**src/rtl/branch_predictor_if.sv**
```systemverilog
// Fetch/execute-side connection bundle for the branch predictor.
// The master drives fetch PC and resolved branch info; the slave returns predictions, redirects and counters.
interface branch_predictor_if #(
   parameter int DATA_WIDTH = 32
);
   logic [DATA_WIDTH-1:0] pc_f;
   logic                  predict_taken_f;
   logic [DATA_WIDTH-1:0] predict_target_f;
   logic                  valid_e;
   logic                  branch_e;
   logic                  jump_e;
   logic                  taken_e;
   logic [DATA_WIDTH-1:0] pc_e;
   logic [DATA_WIDTH-1:0] target_e;
   logic                  predicted_e;
   logic [DATA_WIDTH-1:0] predicted_target_e;
   logic                  mispredict_e;
   logic [DATA_WIDTH-1:0] redirect_pc_e;
   logic                  flush_d;
   logic                  flush_e;
   logic [31:0]           branch_count;
   logic [31:0]           mispredict_count;

   modport master (
      output pc_f, valid_e, branch_e, jump_e, taken_e, pc_e, target_e,
             predicted_e, predicted_target_e,
      input  predict_taken_f, predict_target_f, mispredict_e, redirect_pc_e,
             flush_d, flush_e, branch_count, mispredict_count
   );

   modport slave (
      input  pc_f, valid_e, branch_e, jump_e, taken_e, pc_e, target_e,
             predicted_e, predicted_target_e,
      output predict_taken_f, predict_target_f, mispredict_e, redirect_pc_e,
             flush_d, flush_e, branch_count, mispredict_count
   );
endinterface

```
**src/rtl/branch_predictor.sv**
```systemverilog
// Direct-mapped BTB with 2-bit direction counters: zero-latency fetch lookup,
// execute-stage mispredict detection/redirect, and saturating event counters.
module branch_predictor #(
   parameter int ENTRIES    = 16,
   parameter int DATA_WIDTH = 32
) (
   input logic          clk,
   input logic          rst,
   branch_predictor_if.slave bp
);
   localparam int IDX   = $clog2(ENTRIES);
   localparam int TAG_W = DATA_WIDTH - IDX - 2;

   logic [ENTRIES-1:0]    valid_vec;
   logic [1:0]            ctr_vec    [ENTRIES];
   logic [TAG_W-1:0]      tag_reg    [ENTRIES];
   logic [DATA_WIDTH-1:0] target_reg [ENTRIES];
   logic                  jmp_reg    [ENTRIES];

   logic [31:0] branch_count_reg;
   logic [31:0] mispredict_count_reg;

   // ---------------- fetch lookup ----------------
   logic [IDX-1:0]   idx_f;
   logic [TAG_W-1:0] tag_f;
   logic             hit_f;
   logic             taken_f;

   assign idx_f   = bp.pc_f[IDX+1:2];
   assign tag_f   = bp.pc_f[DATA_WIDTH-1:IDX+2];
   assign hit_f   = valid_vec[idx_f] && (tag_reg[idx_f] == tag_f);
   assign taken_f = hit_f && (jmp_reg[idx_f] || ctr_vec[idx_f][1]);

   assign bp.predict_taken_f  = taken_f;
   assign bp.predict_target_f = taken_f ? target_reg[idx_f] : '0;

   // ---------------- execute resolution ----------------
   logic [IDX-1:0]   idx_e;
   logic [TAG_W-1:0] tag_e;
   logic             hit_e;
   logic             res;
   logic             alias_e;
   logic             mispredict;
   logic             upd_inc;
   logic             upd_dec;
   logic             alloc;

   assign idx_e   = bp.pc_e[IDX+1:2];
   assign tag_e   = bp.pc_e[DATA_WIDTH-1:IDX+2];
   assign hit_e   = valid_vec[idx_e] && (tag_reg[idx_e] == tag_e);
   assign res     = bp.valid_e && (bp.branch_e || bp.jump_e);
   // A prediction made for something that turned out not to be a branch means the entry aliased.
   assign alias_e = bp.valid_e && !bp.branch_e && !bp.jump_e && bp.predicted_e;

   assign mispredict = (res && ((bp.taken_e != bp.predicted_e) ||
                                (bp.taken_e && (bp.target_e != bp.predicted_target_e))))
                       || alias_e;

   assign upd_inc = res && hit_e && bp.taken_e;
   assign upd_dec = res && hit_e && !bp.taken_e;
   assign alloc   = res && !hit_e && bp.taken_e;

   assign bp.mispredict_e  = mispredict;
   assign bp.redirect_pc_e = (res && bp.taken_e) ? bp.target_e
                                                 : bp.pc_e + DATA_WIDTH'(4);
   assign bp.flush_d       = mispredict;
   assign bp.flush_e       = mispredict;

   // ---------------- per-entry valid and direction state ----------------
   genvar gi;
   generate
      for (gi = 0; gi < ENTRIES; gi++) begin : g_entry
         logic       valid_reg;
         logic [1:0] ctr_reg;
         logic       sel;

         assign sel = (idx_e == IDX'(gi));

         always_ff @(posedge clk or posedge rst) begin
            if (rst) begin
               valid_reg <= 1'b0;
               ctr_reg   <= 2'b00;
            end else if (sel) begin
               if (alloc) begin
                  valid_reg <= 1'b1;
                  ctr_reg   <= 2'b10;
               end else if (upd_inc) begin
                  ctr_reg <= (ctr_reg == 2'b11) ? 2'b11 : ctr_reg + 2'b01;
               end else if (upd_dec) begin
                  ctr_reg <= (ctr_reg == 2'b00) ? 2'b00 : ctr_reg - 2'b01;
               end else if (alias_e) begin
                  valid_reg <= 1'b0;
               end
            end
         end

         assign valid_vec[gi] = valid_reg;
         assign ctr_vec[gi]   = ctr_reg;
      end
   endgenerate

   // Tag/target/jmp are qualified by valid, so they need no reset; writes are still held off during reset.
   always_ff @(posedge clk) begin
      if (!rst && (alloc || upd_inc)) begin
         tag_reg[idx_e]    <= tag_e;
         target_reg[idx_e] <= bp.target_e;
         jmp_reg[idx_e]    <= bp.jump_e;
      end
   end

   // ---------------- performance counters ----------------
   always_ff @(posedge clk or posedge rst) begin
      if (rst) begin
         branch_count_reg     <= '0;
         mispredict_count_reg <= '0;
      end else begin
         if (res && (branch_count_reg != 32'hFFFF_FFFF))
            branch_count_reg <= branch_count_reg + 32'd1;
         if (mispredict && (mispredict_count_reg != 32'hFFFF_FFFF))
            mispredict_count_reg <= mispredict_count_reg + 32'd1;
      end
   end

   assign bp.branch_count     = branch_count_reg;
   assign bp.mispredict_count = mispredict_count_reg;

   logic unused_pc_bits;
   assign unused_pc_bits = ^bp.pc_f[1:0];
endmodule

```
**src/flat_wrapper.sv**
```systemverilog
// flat-port wrapper written by rule: the top's interface ports become plain ports
module branch_predictor_flat 
#(
   parameter int ENTRIES    = 16,
   parameter int DATA_WIDTH = 32
)
  (clk, rst, bp_pc_f, bp_valid_e, bp_branch_e, bp_jump_e, bp_taken_e, bp_pc_e, bp_target_e, bp_predicted_e, bp_predicted_target_e, bp_predict_taken_f, bp_predict_target_f, bp_mispredict_e, bp_redirect_pc_e, bp_flush_d, bp_flush_e, bp_branch_count, bp_mispredict_count);
  branch_predictor_if #(.DATA_WIDTH(DATA_WIDTH)) bp_i ();
  input logic clk;
  input logic rst;
  input wire logic [$bits(bp_i.pc_f)-1:0] bp_pc_f;
  input wire logic [$bits(bp_i.valid_e)-1:0] bp_valid_e;
  input wire logic [$bits(bp_i.branch_e)-1:0] bp_branch_e;
  input wire logic [$bits(bp_i.jump_e)-1:0] bp_jump_e;
  input wire logic [$bits(bp_i.taken_e)-1:0] bp_taken_e;
  input wire logic [$bits(bp_i.pc_e)-1:0] bp_pc_e;
  input wire logic [$bits(bp_i.target_e)-1:0] bp_target_e;
  input wire logic [$bits(bp_i.predicted_e)-1:0] bp_predicted_e;
  input wire logic [$bits(bp_i.predicted_target_e)-1:0] bp_predicted_target_e;
  output wire logic [$bits(bp_i.predict_taken_f)-1:0] bp_predict_taken_f;
  output wire logic [$bits(bp_i.predict_target_f)-1:0] bp_predict_target_f;
  output wire logic [$bits(bp_i.mispredict_e)-1:0] bp_mispredict_e;
  output wire logic [$bits(bp_i.redirect_pc_e)-1:0] bp_redirect_pc_e;
  output wire logic [$bits(bp_i.flush_d)-1:0] bp_flush_d;
  output wire logic [$bits(bp_i.flush_e)-1:0] bp_flush_e;
  output wire logic [$bits(bp_i.branch_count)-1:0] bp_branch_count;
  output wire logic [$bits(bp_i.mispredict_count)-1:0] bp_mispredict_count;
  assign bp_i.pc_f = bp_pc_f;
  assign bp_i.valid_e = bp_valid_e;
  assign bp_i.branch_e = bp_branch_e;
  assign bp_i.jump_e = bp_jump_e;
  assign bp_i.taken_e = bp_taken_e;
  assign bp_i.pc_e = bp_pc_e;
  assign bp_i.target_e = bp_target_e;
  assign bp_i.predicted_e = bp_predicted_e;
  assign bp_i.predicted_target_e = bp_predicted_target_e;
  assign bp_predict_taken_f = bp_i.predict_taken_f;
  assign bp_predict_target_f = bp_i.predict_target_f;
  assign bp_mispredict_e = bp_i.mispredict_e;
  assign bp_redirect_pc_e = bp_i.redirect_pc_e;
  assign bp_flush_d = bp_i.flush_d;
  assign bp_flush_e = bp_i.flush_e;
  assign bp_branch_count = bp_i.branch_count;
  assign bp_mispredict_count = bp_i.mispredict_count;
  branch_predictor #(.ENTRIES(ENTRIES), .DATA_WIDTH(DATA_WIDTH)) u_core (.clk(clk), .rst(rst), .bp(bp_i));
endmodule
```
**config.mk**
```make
export PLATFORM = sky130hd
export DESIGN_NAME = branch_predictor_flat
export DESIGN_NICKNAME = d
export VERILOG_FILES = /design/src/rtl/branch_predictor_if.sv /design/src/rtl/branch_predictor.sv /design/src/flat_wrapper.sv
export SDC_FILE = /design/constraint.sdc
export NUM_CORES = 1
export LEC_CHECK = 0
export ABC_CLOCK_PERIOD_IN_PS = 8800
export BUFFER_PORTS_ARGS = -buffer_cell sky130_fd_sc_hd__buf_2
export CAP_MARGIN = 20
export CORE_AREA = 2 2 333 500
export DETAILED_ROUTE_END_ITERATION = 10
export DIE_AREA = 0 0 335 502
export GPL_TIMING_DRIVEN = 0
export PLACE_DENSITY_LB_ADDON = 0.08
export SYNTH_ARGS = -nofsm -noshare
export SYNTH_HDL_FRONTEND = slang
export SYNTH_SLANG_ARGS = --single-unit
```
**constraint.sdc**
```tcl
create_clock -name clk -period 8.8 [get_ports clk]
set_clock_uncertainty 0.15 [all_clocks]
set_input_delay 0.88 -clock clk [delete_from_list [all_inputs] [get_ports clk]]
set_output_delay 0.88 -clock clk [all_outputs]
set_load 0.005 [all_outputs]
```
==> reports/metrics.cfg <==
[outcome]
outcome=completed

[floorplanning]
start_util_pct=28.9
fp.coreArea_um2=164000
io_pins=267
dieHeight_um=502
dieArea_um2=168000
rows=182
die_w_um=335

[synthesis]
yosysSeqAreaShare_pct=65.9
ys.flop_type=edfxtp_1
synthesis.nets=2741
avgSynthCellArea_um2=18.2
ys_ff_latch=1056
async_flop_share_pct=10.6
ys_types=74
yosys.area.top_type_share_pct=60.0
ys_top_cells_by_area=edfxtp_1 60%, mux4_2 17%, dfrtp_1 5.9%
synthCells=2600
mappedNetlistArea_um2=47300
ys_warn_count=0
yosysTopAreaCell=edfxtp_1
yosysMostFrequentCell=edfxtp_1
ys_top_cells_by_count=944 x edfxtp_1, 358 x mux4_2, 112 x dfrtp_1
synth_edf_count=944

[placed_design]
gp_congestion=0.831
dpl.hpwl_um=126000
portBuffers=261

[clock_tree]
tritoncts=built
cts_max_level=3
clk_latency_ps=730
cts_root_buf=clkbuf_16
numCtsBuffers=111
cts_buffer_depth=3
cts_resized=0
clkTransAtPathRegs_ps=60
cts_sinks=1056
post_cts_buffers=0
cts_hold_buf=1

[pwr]
p_total_mw=11.4
worst_ir_drop_vdd_uv=135
pwr-share-clk_pct=41.3
switching_share_pct=24.5
p_per_area_nw_per_um2=201
internal_power_mw=8.59
seqPwrFrac_pct=49.5
cellLeakagePower_nw=18.8
power_frac_comb_pct=9.2
switchingPower_mw=2.78

[critical_path]
cp.required_ps=7770
cp.arrival_ps=6990
crit_type=in2out
setup.worst_path.end_class=output port
r2r_start=u_core.tag_reg[6][3]
r2r.worst_path.cells=12
worst_r2r_endpoint=u_core.g_entry[8].ctr_reg[1]
crit_path_max_fanout=10
cp-start-kind=primary input
r2r_slack_ps=4080

[global_route]
grt_antenna_before_repair=19
grt_pass1_vias=29701
track_usage_pct=20.9
grt_pass1_wl_um=243000
grt_max_degree=82
gr-total-overflow=0

[job]
maxCapViolCount=0

[sta]
fin_crit_sh_pct=91.1
setup_viol=0
relSlewSlack_pct=22.2
timing.hold.ws_ps=337
post-route-min-period_ps=8020
worst_slew_pin_slew_ps=1160
report.final.hold_viol_count=0
fmax_mhz=125
drv_slew=0
rsz0062_at_grt=no

[routing]
ant_nets=0
via_per_inst=5.36
drtPass1Iterations=5
remaining_drc_errors=0
wl_per_cell_um=33.6
wirelength_um=177000
route.vias.total=28248
drtIter0Drc=2641

[final_layout]
area_delta_synth_final_pct=19.5
largest_register_ff_count=512
drive_gt1_share_pct=31.2
fin_nets=3200

[min_path]
hold_end=u_core.bp.branch_count[29]
hold_start=u_core.bp.branch_count[29]
whs_path_depth=1
hold_path.class=reg2reg

-- per-stage QoR --
step / cells / worst slack (ps) / utilization (%) / setup TNS [ps] / instance area, µm²
finish: 5273 / 781 / 34.6 / 0 / 56500
floorplan: 2600 / 1600 / - / 0 / 47300
global route: 5268 / 616 / 34.6 / 0 / 56500
CTS: 5266 / 716 / 34.6 / 0 / 56500
detailed placement: 5060 / 715 / 32.4 / 0 / 52900
global placement: 4977 / -5330 / 31.3 / -4780800 / 51200
-- power groups by stage --
stage | Sequential (mW) | Combinational [mW] | Clock, mW
finish | 5.63 | 1.05 | 4.70
global route | 5.64 | 1.11 | 5.00
CTS | 5.62 | 1.06 | 4.83
detailed placement | 5.73 | 1.06 | 0
global placement | 5.73 | 1.02 | 0
floorplan | 5.70 | 0.548 | 0
-- logic make-up (layout without fill, tap and decap cells) --
| group | after synthesis | in the layout | synth area share (%) |
|---|---|---|---|
| AO/OA/AOI/OAI | 259 | 259 | 3.64 |
| XOR/XNOR | 176 | 176 | 3.26 |
| adder cells (fa/ha/maj) | 6 | 6 | 0.159 |
| buffers and inverters | 202 | 753 | 2.20 |
| flip-flops | 1056 | 1056 | 65.9 |
| multiplexers | 445 | 445 | 19.8 |
| other | 0 | 6 | 0 |
| AND/OR/NAND/NOR | 456 | 456 | 5.05 |
-- critical path, stage by stage --
cell and delay [ps]:
buf_2 300, buf_2 610, clkbuf_1 780, clkbuf_1 580
o211ai_1 160, o21ai_0 170, mux4_2 320, nand2_1 60
o21ai_0 610, nand4_1 270, or4_1 980, clkbuf_1 530
nor2b_1 460, buf_2 200
-- placed cells by master, fill, tap and decap left out, types with 20 or more instances in the layout --
| cell type | synthesis | layout |
|---|---|---|
| a22oi_1 | 25 | 25 |
| a31oi_1 | 32 | 32 |
| and3_1 | 22 | 22 |
| buf_12 | 5 | 56 |
| buf_2 | 31 | 297 |
| buf_8 | 2 | 20 |
| clkbuf_1 | 82 | 105 |
| clkbuf_16 | 0 | 112 |
| clkinv_1 | 1 | 23 |
| clkinv_2 | 0 | 21 |
| dfrtp_1 | 112 | 112 |
| edfxtp_1 | 944 | 944 |
| inv_1 | 33 | 32 |
| mux2_2 | 21 | 21 |
| mux2i_1 | 41 | 41 |
| mux4_1 | 25 | 25 |
| mux4_2 | 358 | 358 |
| nand2_1 | 92 | 92 |
| nand3_1 | 71 | 71 |
| nand4_1 | 25 | 25 |
| nor2_1 | 86 | 70 |
| nor2b_1 | 48 | 48 |
| nor3_1 | 23 | 23 |
| nor4_1 | 22 | 21 |
| o21ai_0 | 88 | 88 |
| xnor2_1 | 108 | 108 |
| xor2_1 | 68 | 68 |
-- metal layers --
layer,up-vias,global-route usage (%),wire length (µm)
met1,15384,25.6,70700
met5,-,0,98
li1,11637,-,-
met3,216,2.94,8530
met4,18,6.06,4570
met2,993,38.1,93400
-- worst max-delay path by stage --
| stage | slack, ps | depth (start not counted) | endpoint | start |
|---|---|---|---|---|
| 2_1_floorplan | 1600 | 4 | u_core.jmp_reg[0] | rst |
| 6_report | 780 | 14 | bp_predict_target_f[28] | bp_pc_f[2] |
| 3_5_place_dp | 720 | 11 | bp_predict_target_f[30] | bp_pc_f[3] |
| 3_3_place_gp | -5330 | 5 | u_core.tag_reg[5][9] | rst |
| 5_1_grt | 620 | 13 | bp_predict_target_f[30] | bp_pc_f[3] |
| 4_1_cts | 720 | 11 | bp_predict_target_f[30] | bp_pc_f[3] |
-- final cells by class --
type | count | area (µm²)
Fill cell | 15600 | 107000
Sequential cell | 1056 | 31100
Multi-Input combinational cell | 1342 | 15200
Clock buffer | 139 | 2940
Timing Repair Buffer | 346 | 2870
Tap cell | 2116 | 2650
Buffer | 166 | 910
Clock inverter | 66 | 622
Inverter | 36 | 140
Antenna cell | 6 | 15.0
Note: power is estimated with default switching activity, not from simulation.
